### src/rtl/instruction_fetch.sv
// Fetch stage: 2^ADDR_W x 16 instruction store, run/halt FSM,
// JMP/HALT handling and registered field outputs with stall hold.
// Ports:
//   clk, reset                : clock, synchronous active-high reset
//   start, stall              : begin fetch at 0, downstream hold
//   prog_we/prog_addr/prog_data: instruction store write (idle/halted)
//   Opcode, Rd, Rs, Rt        : registered instruction fields
//   instr_valid, pc, halted   : valid flag, next fetch address, halted
module instruction_fetch #(
  parameter int ADDR_W = 8
) (
  input  logic              clk,
  input  logic              reset,
  input  logic              start,
  input  logic              stall,
  input  logic              prog_we,
  input  logic [ADDR_W-1:0] prog_addr,
  input  logic [15:0]       prog_data,
  output logic [3:0]        Opcode,
  output logic [2:0]        Rd,
  output logic [2:0]        Rs,
  output logic [2:0]        Rt,
  output logic              instr_valid,
  output logic [ADDR_W-1:0] pc,
  output logic              halted
);

  localparam logic [3:0] OP_JMP  = 4'he;
  localparam logic [3:0] OP_HALT = 4'hf;

  typedef enum logic [1:0] {
    IDLE,
    RUN,
    HALTED
  } state_t;

  state_t state_q, state_d;

  logic [15:0] mem [2**ADDR_W];
  logic [15:0] word;

  logic [ADDR_W-1:0] pc_d;
  logic [3:0]        op_d;
  logic [2:0]        rd_d, rs_d, rt_d;
  logic              valid_d;
  logic              is_jmp, is_halt;

  // Memory is deliberately left out of reset so a program
  // survives a reset and can be rerun.
  always_ff @(posedge clk) begin
    if (!reset && prog_we && state_q != RUN)
      mem[prog_addr] <= prog_data;
  end

  assign word    = mem[pc];
  assign is_jmp  = word[15:12] == OP_JMP;
  assign is_halt = word[15:12] == OP_HALT;
  assign halted  = state_q == HALTED;

  always_comb begin
    state_d = state_q;
    pc_d    = pc;
    op_d    = Opcode;
    rd_d    = Rd;
    rs_d    = Rs;
    rt_d    = Rt;
    valid_d = instr_valid;
    unique case (state_q)
      IDLE, HALTED: begin
        valid_d = 1'b0;
        if (start) begin
          state_d = RUN;
          pc_d    = '0;
        end
      end
      RUN: begin
        if (!stall) begin
          {op_d, rd_d, rs_d, rt_d} = word[15:3];
          unique case (1'b1)
            is_jmp: begin
              pc_d    = word[ADDR_W-1:0];
              valid_d = 1'b0;
            end
            // pc stays on the HALT word
            is_halt: begin
              state_d = HALTED;
              valid_d = 1'b0;
            end
            default: begin
              pc_d    = pc + ADDR_W'(1);
              valid_d = 1'b1;
            end
          endcase
        end
      end
      default: state_d = IDLE;
    endcase
  end

  always_ff @(posedge clk) begin
    if (reset) begin
      state_q     <= IDLE;
      pc          <= '0;
      Opcode      <= '0;
      Rd          <= '0;
      Rs          <= '0;
      Rt          <= '0;
      instr_valid <= 1'b0;
    end else begin
      state_q     <= state_d;
      pc          <= pc_d;
      Opcode      <= op_d;
      Rd          <= rd_d;
      Rs          <= rs_d;
      Rt          <= rt_d;
      instr_valid <= valid_d;
    end
  end

endmodule

### config.mk
export PLATFORM = sky130hd
export DESIGN_NAME = instruction_fetch
export DESIGN_NICKNAME = d
export VERILOG_FILES = /design/src/rtl/instruction_fetch.sv
export SDC_FILE = /design/constraint.sdc
export NUM_CORES = 2
export LEC_CHECK = 0
export CORE_ASPECT_RATIO = 2
export CORE_UTILIZATION = 35
export CTS_CLUSTER_DIAMETER = 200
export CTS_CLUSTER_SIZE = 12
export DETAILED_ROUTE_END_ITERATION = 10
export SLEW_MARGIN = 20
export SYNTH_ARGS = -nofsm -noshare
export SYNTH_HDL_FRONTEND = slang
export SYNTH_SLANG_ARGS = --single-unit
### constraint.sdc
create_clock -name clk -period 3.5 [get_ports clk]
set_clock_uncertainty 0.1 [all_clocks]
set_input_delay 0.7 -clock clk [delete_from_list [all_inputs] [get_ports clk]]
set_output_delay 0.7 -clock clk [all_outputs]
set_load 0.01 [all_outputs]
==> results_dict.tcl <==
set metrics [dict create \
    status "finished with violations" \
    violations "negative setup slack" \
    boundaryPins 52 \
    crit_path_max_fanout 6 \
    grt_pass1_vias 89800 \
    ys_ff_latch 4128 \
    synth_area_sq_um 160000 \
    synthXorXnorAreaFrac 0.000164 \
    synth_top_family_by_area "multiplexers" \
    cts_made_buffers 385 \
    start_util 0.351 \
    area_delta_synth_final_pct 22.0 \
    cp-start-kind "flip-flop" \
    clock_latency_ns 0.97 \
    ir_drop_mv 0.416 \
    synth-edff-count 4096 \
    ys_types 78 \
    max_freq_ghz 0.242 \
    fp.dieH_um 959 \
    end_kind "flip-flop" \
    cts_tree "built" \
    wl_per_cell_um 36.7 \
    h-tree-depth 5 \
    synth_most_common_cell "edfxtp_1" \
    ys_async_sr_fraction 0 \
    hold_viol 0 \
    maxCapViolCount 0 \
    place_area_sq_um 182000 \
    drc 0 \
    core_sq_um 456000 \
    yosysTopAreaCell "edfxtp_1" \
    synth.net_count 7705 \
    die_area_sq_um 461000 \
    synth_fa_ha_area_frac 0.0000780 \
    synthSimpleGateAreaFrac 0.0211 \
    cts_root_buffer "clkbuf_16" \
    grt_setup_unrepaired "yes" \
    grt_use_total 0.239 \
    synth_flop_cell "edfxtp_1" \
    overflow 0 \
    viasPerCell 5.74 \
    dpl.hpwl_mm 384 \
    clock_path_buffers 4 \
    nets 9201 \
    yosysSeqAreaShare 0.771 \
    muxShareOfSynthArea 0.152 \
    first_iter_violations 10000 \
    synth-compound-area-share 0.0380 \
    cts_hold_buf 0 \
    drive_gt1_frac 0.333 \
    setup_slack_ns -0.630 \
    netlist_instances 7675 \
    period_minus_slack_ns 4.13 \
    final_util 0.429 \
    yosys-top-cells-count "4096 x edfxtp_1, 735 x mux2i_1, 729 x mux4_2" \
    required_ns 4.25 \
    drt-total-wl_mm 561 \
    gp_congestion 0.955 \
    synth_area_leaders "edfxtp_1 77%, mux4_2 10%, mux2i_1 4.6%, a221oi_1 0.98%, nor2_1 0.86%" \
    slew_viol_final 0 \
    rows 351 \
    ys.warnings.count 0 \
    grt_pass1_wl_mm 754 \
    syn_area_per_cell_sq_um 20.9 \
    setup_tns_ns -13.16 \
    setup_viol 30 \
    hold_path.class "in -> reg" \
    antenna_left 0 \
    whs_ns 0.0736 \
    period_share 1.18 \
    io_buffers 51 \
    stdcell_area_sq_um 196000 \
    clkTransAtPathRegs_ns 0.07 \
    cts.sinks 4128 \
    p_total_uw 97400 \
    num_vias 87700 \
    cp_data_arrival_time_ns 4.88 \
    p_leak_uw 0.0604 \
    grt_max_degree 137 \
    dr.pass1.iters 6 \
    tightest_slew_ns 1.24 \
    die_w_um 481 \
    crit_type "reg -> reg" \
    antenna_found_initial 28 \
    synth_top_area_share 0.767 \
    slew_headroom 0.171 \
    p_per_area_nw_per_um2 498 \
]
## power by group
group          internal, uW  switching (uW)
sequential            54300            26.6
combinational          2450            3270
clock                 19800           17600
total                 76600           20900
## cell type report
class | count | area [sq um]
well taps | 6001 | 7510
flip-flops and latches | 4128 | 124000
multi-input cells | 3085 | 35600
clock inverters | 19 | 238
inverters | 5 | 36.3
repair buffers | 1566 | 18600
fillers | 38700 | 261000
diodes | 37 | 92.6
clock buffers | 436 | 9890
## cells in the final DEF, fill, tap and decap left out, types with 15 or more instances in the layout
cell type	count
a221oi_2	21
o22ai_1	18
buf_6	46
edfxtp_1	4096
o21ai_1	20
nor2b_1	24
nor4_1	16
buf_12	428
nor3_1	66
mux4_2	729
a21oi_2	23
nand2_1	83
clkbuf_16	396
clkdlybuf4s50_1	35
buf_16	29
a221oi_1	157
diode_2	37
nand2_2	17
mux2_2	28
clkbuf_8	16
nor2_1	219
nand3_1	46
a221o_1	57
o21ai_0	95
dfxtp_1	26
nand2b_1	19
buf_4	968
a211oi_1	22
nor2_2	145
a21oi_1	100
clkbuf_1	48
a22oi_1	130
nand4_1	15
buf_8	27
mux2i_1	726
## final timing paths
| path | end | cells past startpoint | startpoint | slack, ns |
|---|---|---|---|---|
| worst min-delay path | mem[81][13] | 1 | prog_data[13] | 0.07 |
| worst max-delay path | flip-flop | 15 | flip-flop | -0.63 |
| worst max register to register | flip-flop | 15 | flip-flop | -0.63 |
| worst min register to register | Opcode[3] | 2 | Opcode[3] | 0.37 |
## logic make-up after synthesis
kind of cell    Yosys count
fa+ha+maj                 1
compound gates          829
flops                  4128
xor+xnor                  3
simple gates            751
buf+inv                 462
mux                    1501
## worst max-delay path, cell delays in order (launching register included)
cell and delay, ns:
dfxtp_4 0.40, buf_12 0.15, buf_4 0.17, and2_2 0.20, buf_4 0.20, a22oi_1 0.27, a21oi_1 0.16, o41ai_4 0.52
nand4_1 0.42, buf_4 0.28, nor4_4 0.25, buf_4 0.20, a41o_1 0.18, and2b_2 0.18, buf_6 0.11, a221o_1 0.20
## routing by layer
metal / GRT usage / up-vias / routed length (um)
li1: - / 35000 / -
met1: 0.240 / 46800 / 172000
met2: 0.430 / 4410 / 294000
met3: 0.0278 / 1454 / 33100
met4: 0.216 / 12 / 62300
met5: 0 / - / 68
## state kept, by name (all words and copies together) (netlist names), named ones only
register     flops
Rd               3
mem           4096
state_q          2
Rt               3
Opcode           4
instr_valid      1
Rs               3
pc               8
## per-stage QoR
step | instances | setup WS, ns
floorplan | 7675 | 0.00348
global route | 15300 | -0.612
global placement | 14600 | -1.40
finish | 15300 | -0.630
detailed placement | 14600 | -1.28
CTS | 15200 | -0.501
## repair_timing
item / CTS / global route
gates cloned: 15 / 8
setup buffers: 75 / 75
gates resized for setup: 287 / 118
pin swaps: 51 / 38
setup endpoints to repair: 31 / 30
Note: power is estimated with default switching activity, not from simulation.
